[src/rtl/led_band_fc_chain_setter.sv]
// FC writer for a daisy chain of TLC5957 drivers: deserialises FC frames from the bit-serial link,
// then issues the WREN LAT command, shifts the chain image out and issues the FC-write LAT command.
module led_band_fc_chain_setter #(
  parameter int unsigned N_DRIVERS = 4,
  parameter int unsigned FC_WIDTH  = 48,
  parameter int unsigned BROADCAST = 0,
  parameter int unsigned SCLK_DIV  = 5,
  parameter int unsigned WREN_CYC  = 15,
  parameter int unsigned LAT_WR    = 5,
  parameter int unsigned IDLE_TMO  = 1024
) (
  input  logic                          clk,
  input  logic                          rst,
  input  logic                          spi_clk,
  input  logic                          spi_data,
  output logic                          SCLK,
  output logic                          SOUT,
  output logic                          LAT,
  output logic                          en,
  output logic                          done,
  output logic [N_DRIVERS*FC_WIDTH-1:0] fc
);
  localparam int unsigned NW        = N_DRIVERS * FC_WIDTH;
  localparam int unsigned FL        = (BROADCAST != 0) ? FC_WIDTH : NW;
  localparam int unsigned BW        = $clog2(FL + 1);
  localparam int unsigned TW        = $clog2(IDLE_TMO + 1);
  localparam int unsigned DW        = $clog2(SCLK_DIV + 1);
  localparam int unsigned PMAX      = (NW > WREN_CYC) ? NW : WREN_CYC;
  localparam int unsigned PW        = $clog2(PMAX + 1);
  localparam int unsigned LAT_START = (LAT_WR >= NW) ? 0 : NW - LAT_WR;

  typedef enum logic [2:0] {ST_IDLE, ST_WREN, ST_GAP, ST_SHIFT, ST_FINISH} state_e;

  logic          spi_clk_meta_q, spi_clk_sync_q, spi_clk_prev_q;
  logic          spi_data_meta_q, spi_data_sync_q;
  logic [FL-1:0] in_sr_q, in_sr_d;
  logic [BW-1:0] bit_cnt_q, bit_cnt_d;
  logic [TW-1:0] tmo_cnt_q, tmo_cnt_d;
  logic [NW-1:0] fc_q, fc_d;
  logic          pending_q, pending_d;
  state_e        state_q, state_d;
  logic [DW-1:0] div_cnt_q, div_cnt_d;
  logic [PW-1:0] per_cnt_q, per_cnt_d;
  logic [NW-1:0] out_sr_q, out_sr_d;
  logic          sclk_q, sclk_d, sout_q, sout_d, lat_q, lat_d;
  logic          en_q, en_d, done_q, done_d;
  logic          spi_rise, take, period_end;
  logic [FL-1:0] in_shift;
  logic [NW-1:0] commit_word;

  assign spi_rise = spi_clk_sync_q & ~spi_clk_prev_q;
  assign in_shift = FL'({in_sr_q, spi_data_sync_q});

  // Broadcast frames carry one driver word that is copied into every chain slot.
  if (BROADCAST != 0) begin : g_bcast
    assign commit_word = {N_DRIVERS{in_shift[FC_WIDTH-1:0]}};
  end else begin : g_chain
    assign commit_word = NW'(in_shift);
  end

  // Input deserialiser, frame commit and partial-frame timeout.
  always_comb begin
    in_sr_d   = in_sr_q;
    bit_cnt_d = bit_cnt_q;
    tmo_cnt_d = tmo_cnt_q;
    fc_d      = fc_q;
    pending_d = pending_q;
    if (take) pending_d = 1'b0;
    if (spi_rise) begin
      in_sr_d   = in_shift;
      tmo_cnt_d = '0;
      if (bit_cnt_q == BW'(FL - 1)) begin
        bit_cnt_d = '0;
        fc_d      = commit_word;
        pending_d = 1'b1;
      end else begin
        bit_cnt_d = bit_cnt_q + BW'(1);
      end
    end else if (bit_cnt_q != '0) begin
      if (tmo_cnt_q == TW'(IDLE_TMO - 1)) begin
        bit_cnt_d = '0;
        tmo_cnt_d = '0;
      end else begin
        tmo_cnt_d = tmo_cnt_q + TW'(1);
      end
    end else begin
      tmo_cnt_d = '0;
    end
  end

  // Output sequencer; SOUT/LAT only move at SCLK fall (period end) or on entry with SCLK low.
  always_comb begin
    state_d    = state_q;
    div_cnt_d  = div_cnt_q;
    per_cnt_d  = per_cnt_q;
    out_sr_d   = out_sr_q;
    sclk_d     = sclk_q;
    sout_d     = sout_q;
    lat_d      = lat_q;
    en_d       = en_q;
    done_d     = 1'b0;
    take       = 1'b0;
    period_end = 1'b0;
    if (state_q != ST_IDLE) begin
      if (div_cnt_q == DW'(SCLK_DIV - 1)) begin
        div_cnt_d  = '0;
        sclk_d     = ~sclk_q;
        period_end = sclk_q;
      end else begin
        div_cnt_d = div_cnt_q + DW'(1);
      end
    end
    case (state_q)
      ST_IDLE: begin
        sclk_d    = 1'b0;
        sout_d    = 1'b0;
        lat_d     = 1'b0;
        en_d      = 1'b0;
        div_cnt_d = '0;
        per_cnt_d = '0;
        if (pending_q) begin
          take     = 1'b1;
          out_sr_d = fc_q;
          en_d     = 1'b1;
          lat_d    = 1'b1;
          state_d  = ST_WREN;
        end
      end
      ST_WREN: begin
        if (period_end) begin
          if (per_cnt_q == PW'(WREN_CYC - 1)) begin
            state_d   = ST_GAP;
            lat_d     = 1'b0;
            per_cnt_d = '0;
          end else begin
            per_cnt_d = per_cnt_q + PW'(1);
          end
        end
      end
      ST_GAP: begin
        if (period_end) begin
          if (per_cnt_q == PW'(1)) begin
            state_d   = ST_SHIFT;
            per_cnt_d = '0;
            sout_d    = out_sr_q[NW-1];
            out_sr_d  = NW'({out_sr_q, 1'b0});
            lat_d     = (LAT_START == 0);
          end else begin
            per_cnt_d = per_cnt_q + PW'(1);
          end
        end
      end
      ST_SHIFT: begin
        if (period_end) begin
          if (per_cnt_q == PW'(NW - 1)) begin
            state_d   = ST_FINISH;
            per_cnt_d = '0;
            sout_d    = 1'b0;
            lat_d     = 1'b0;
          end else begin
            per_cnt_d = per_cnt_q + PW'(1);
            sout_d    = out_sr_q[NW-1];
            out_sr_d  = NW'({out_sr_q, 1'b0});
            lat_d     = ((per_cnt_q + PW'(1)) >= PW'(LAT_START));
          end
        end
      end
      ST_FINISH: begin
        if (period_end) begin
          if (per_cnt_q == PW'(1)) begin
            state_d   = ST_IDLE;
            per_cnt_d = '0;
            div_cnt_d = '0;
            sclk_d    = 1'b0;
            en_d      = 1'b0;
            done_d    = 1'b1;
          end else begin
            per_cnt_d = per_cnt_q + PW'(1);
          end
        end
      end
      default: state_d = ST_IDLE;
    endcase
  end

  always_ff @(posedge clk) begin
    if (rst) begin
      spi_clk_meta_q  <= 1'b0;
      spi_clk_sync_q  <= 1'b0;
      spi_clk_prev_q  <= 1'b0;
      spi_data_meta_q <= 1'b0;
      spi_data_sync_q <= 1'b0;
      in_sr_q         <= '0;
      bit_cnt_q       <= '0;
      tmo_cnt_q       <= '0;
      fc_q            <= '0;
      pending_q       <= 1'b0;
      state_q         <= ST_IDLE;
      div_cnt_q       <= '0;
      per_cnt_q       <= '0;
      out_sr_q        <= '0;
      sclk_q          <= 1'b0;
      sout_q          <= 1'b0;
      lat_q           <= 1'b0;
      en_q            <= 1'b0;
      done_q          <= 1'b0;
    end else begin
      spi_clk_meta_q  <= spi_clk;
      spi_clk_sync_q  <= spi_clk_meta_q;
      spi_clk_prev_q  <= spi_clk_sync_q;
      spi_data_meta_q <= spi_data;
      spi_data_sync_q <= spi_data_meta_q;
      in_sr_q         <= in_sr_d;
      bit_cnt_q       <= bit_cnt_d;
      tmo_cnt_q       <= tmo_cnt_d;
      fc_q            <= fc_d;
      pending_q       <= pending_d;
      state_q         <= state_d;
      div_cnt_q       <= div_cnt_d;
      per_cnt_q       <= per_cnt_d;
      out_sr_q        <= out_sr_d;
      sclk_q          <= sclk_d;
      sout_q          <= sout_d;
      lat_q           <= lat_d;
      en_q            <= en_d;
      done_q          <= done_d;
    end
  end

  assign SCLK = sclk_q;
  assign SOUT = sout_q;
  assign LAT  = lat_q;
  assign en   = en_q;
  assign done = done_q;
  assign fc   = fc_q;

endmodule

[config.mk]
export PLATFORM = sky130hd
export DESIGN_NAME = led_band_fc_chain_setter
export DESIGN_NICKNAME = d
export VERILOG_FILES = /design/src/rtl/led_band_fc_chain_setter.sv
export SDC_FILE = /design/constraint.sdc
export NUM_CORES = 1
export LEC_CHECK = 0
export BUFFER_PORTS_ARGS = -buffer_cell sky130_fd_sc_hd__buf_4
export CORE_ASPECT_RATIO = 1.2
export CORE_UTILIZATION = 44
export DETAILED_ROUTE_END_ITERATION = 10
export PLACE_DENSITY = 0.63
export SLEW_MARGIN = 0
export SYNTH_ARGS = -nofsm -noshare
export SYNTH_HDL_FRONTEND = slang
export SYNTH_SLANG_ARGS = --single-unit
[constraint.sdc]
create_clock -name clk -period 3.3 [get_ports clk]
set_input_delay 0.66 -clock clk [delete_from_list [all_inputs] [get_ports clk]]
set_output_delay 0.66 -clock clk [all_outputs]
set_load 0.005 [all_outputs]
==> flow_metrics.py <==
metrics = {
    "run_status": {
        "status": "finished, final reports clean",
    },
    "synthesis": {
        "yosysUniqueCellTypes": 53,
        "yosysWarningCount": 0,
        "synth-edff-count": 0,
        "synth_nets": 2828,
        "combined_area_of_all_synthesized_cells_sq_um": 24100,
        "netlist_instances": 2815,
        "synthArstFlopShare": 0,
        "synth_area_per_cell_sq_um": 8.56,
        "postSynthRegisterBits": 619,
        "synth-main-ff-cell": "dfxtp_1",
        "ys_seq_area_frac": 0.515,
    },
    "place": {
        "detailed_place_hpwl_um": 34300,
        "dpl.cell_count": 3517,
        "port_buffers": 200,
        "gp_congestion": 0.799,
    },
    "die": {
        "ios": 201,
        "dieWidth_um": 216,
        "initial_core_util": 0.447,
        "die_h_um": 258,
        "rows": 93,
        "design.die.area_sq_um": 55700,
        "core_area_sq_um": 53900,
    },
    "cts": {
        "cts_repair_resize_count": 0,
        "clkSlewWorstSetupHoldPaths_ps": 60,
        "cts-buffers-inserted": 60,
        "postCtsHoldBufs": 0,
        "cts.path.max_buffers": 3,
        "insertion_delay_ps": 620,
        "tritoncts": "built",
        "post-cts-setup-buffers": 0,
        "cts-root-buf": "clkbuf_16",
        "cts_num_sinks": 619,
        "ctsHtreeMaxLevel": 2,
    },
    "global_route": {
        "grt_pass1_vias": 18500,
        "groute.usage.overall": 0.207,
        "largest_net_degree_at_the_start_of_global_routing": 198,
        "grt_first_pass_wirelength_um": 96700,
        "initial_antenna_violation_count": 0,
        "grt_overflow_total": 0,
    },
    "drt": {
        "firstDrtPassIters": 5,
        "remaining_drc_errors": 0,
        "via_per_inst": 5.43,
        "via_count": 19700,
        "route.final.wire_length_um": 59300,
        "wl_per_cell_um": 16.3,
        "antenna_left": 0,
        "number_of_drc_violations_after_detailed_routing_iteration_0": 1300,
    },
    "sta": {
        "max_slew.worst_pin.slew_ps": 1010,
        "fin_crit_ps": 2620,
        "min_period_over_period": 0.793,
        "maxClockFrequency_mhz": 382,
        "worst_clock_skew_ps": 20.6,
        "maxSlewViolCount": 0,
        "timing.max_slew.rel_slack": 0.324,
        "unrepaired_setup_endpoints_after_global_routing": "false",
        "timing.final.hold_violations": 0,
        "tns_ps": 0,
        "finalSetupViolations": 0,
    },
    "power_and_ir_drop": {
        "static-leakage-power_nw": 10.5,
        "clock_power_share": 0.469,
        "pwr-share-seq": 0.516,
        "combinational_fraction_of_design_power": 0.015,
        "irDropWorstVdd_uv": 368,
        "power_switching_share": 0.210,
        "pwr_density_cell_nw_per_um2": 521,
        "total_switching_power_mw": 3.05,
        "post-layout-total-power_mw": 14.5,
        "internal_power_mw": 11.4,
    },
    "worst_setup_path": {
        "critPathKind": "reg2reg",
        "path_max_fanout": 54,
        "arrival_ps": 3070,
        "worstPathRequired_ps": 3760,
        "worst_setup_path_start_kind": "flip-flop",
        "worstSetupEndpointType": "flip-flop",
    },
    "final_layout": {
        "area_delta_synth_final_pct": 15.5,
        "fillers": 5015,
        "final_nets": 2880,
        "num_antenna_cells": 0,
        "drive_gt1_frac": 0.119,
        "final-instance-count-excl-fill": 3625,
        "post-route-util": 0.516,
    },
    "run": {
        "maxCapViolations": 0,
    },
    "min_path": {
        "timing.hold.worst.class": "in2reg",
    },
}
power groups by stage:
stage | sequential, mW | clock, mW | combinational [mW]
after global routing | 7.47 | 7.26 | 0.234
after floorplan | 7.64 | 0 | 0.158
final | 7.48 | 6.80 | 0.216
after global placement | 7.64 | 0 | 0.216
after detailed placement | 7.64 | 0 | 0.218
after CTS | 7.48 | 6.97 | 0.217
area by class of cell:
class / count / area (sq um) / area share
repair buffers: 238 / 2040 / 0.0735
clock inverters: 12 / 116 / 0.00418
flip-flops and latches: 619 / 12400 / 0.445
multi-input cells: 1932 / 10500 / 0.377
well taps: 712 / 891 / 0.0320
clock buffers: 96 / 1840 / 0.0661
inverters: 16 / 60.1 / 0.00216
stage by stage:
step	hold WS (ps)	worst slack, ps	instance area (sq um)
after detailed placement	439	683	25900
final	267	684	27800
after floorplan	410	1010	24100
after global placement	418	750	25900
after CTS	230	651	27800
after global routing	261	499	27800
registers in the layout, summed over array words and instances, names as in the netlist:
register,flops
fc,192
out_sr_q,192
in_sr_q,191
tmo_cnt_q,11
bit_cnt_q,8
per_cnt_q,8
div_cnt_q,3
state_q,3
LAT,1
SCLK,1
SOUT,1
done,1
en,1
pending_q,1
spi_clk_meta_q,1
spi_clk_prev_q,1
spi_clk_sync_q,1
spi_data_meta_q,1
spi_data_sync_q,1
routing by layer:
layer	global-route usage	wire length (um)
met5	0	0
met4	0.0652	1250
met3	0.0332	2870
met2	0.345	27900
met1	0.274	27200
kinds of logic (layout without fill, tap and decap cells):
group | Yosys count | count (layout) | share of synthesized area
multiplexers | 191 | 191 | 0.0794
adder cells (fa/ha/maj) | 10 | 10 | 0.00509
AO/OA/AOI/OAI | 831 | 831 | 0.197
AND/OR/NAND/NOR | 889 | 889 | 0.147
buffers and inverters | 264 | 362 | 0.0522
XOR/XNOR | 11 | 11 | 0.00400
flip-flops | 619 | 619 | 0.515
worst max-delay path, stage by stage (launching register included):
cell and delay (ps):
dfxtp_1 410, ha_1 220, nand3_1 120, or3_1 440
or3b_4 700, buf_4 380, nand2_1 100, a21oi_1 60
placed cells by master (no fill, tap or decap), types with 17 or more instances in the layout:
cell,count
a21oi_1,584
dfxtp_1,619
mux2i_1,191
buf_4,217
clkbuf_1,17
buf_12,20
a211oi_1,195
nor2_1,26
clkbuf_16,61
clkbuf_8,18
nand2_1,790
o21ai_0,20
synth_stat cells (3+ instances only):
library cell    n  area (sq um)
ha_1            9           113
clkbuf_1      152           571
o41ai_1         4          35.0
nand2b_1        4          25.0
buf_2          50           250
nor2_1         26          97.6
inv_1          16          60.1
xnor2_1         3          26.3
or2_2           3          18.8
nor4b_1         3          26.3
a211oi_1      195          1460
mux2i_1       191          1910
nand4_1        10          62.6
a41o_1          3          30.0
xor2_1          8          70.1
buf_1           9          33.8
nor2b_1         8          50.1
or3_1           4          25.0
o21ai_0        20           100
buf_6          17           191
nand3_1        14          70.1
nand2_1       791          2970
a21oi_1       584          2920
buf_4          20           150
a31oi_1         7          43.8
a21o_1          3          22.5
dfxtp_1       619         12400
and2_1          4          25.0
nor3_1          4          20.0
and3_1          5          31.3
path summary, 6_finish.rpt:
check | to | cells after the start | slack, ps | start
hold reg to reg | tmo_cnt_q[10] | 2 | 450 | tmo_cnt_q[10]
setup / recovery | fc[172] | 7 | 680 | bit_cnt_q[0]
setup reg to reg | fc[172] | 7 | 680 | bit_cnt_q[0]
hold / removal | spi_data_meta_q | 2 | 270 | spi_data
Power figures use the tool's default switching activity.
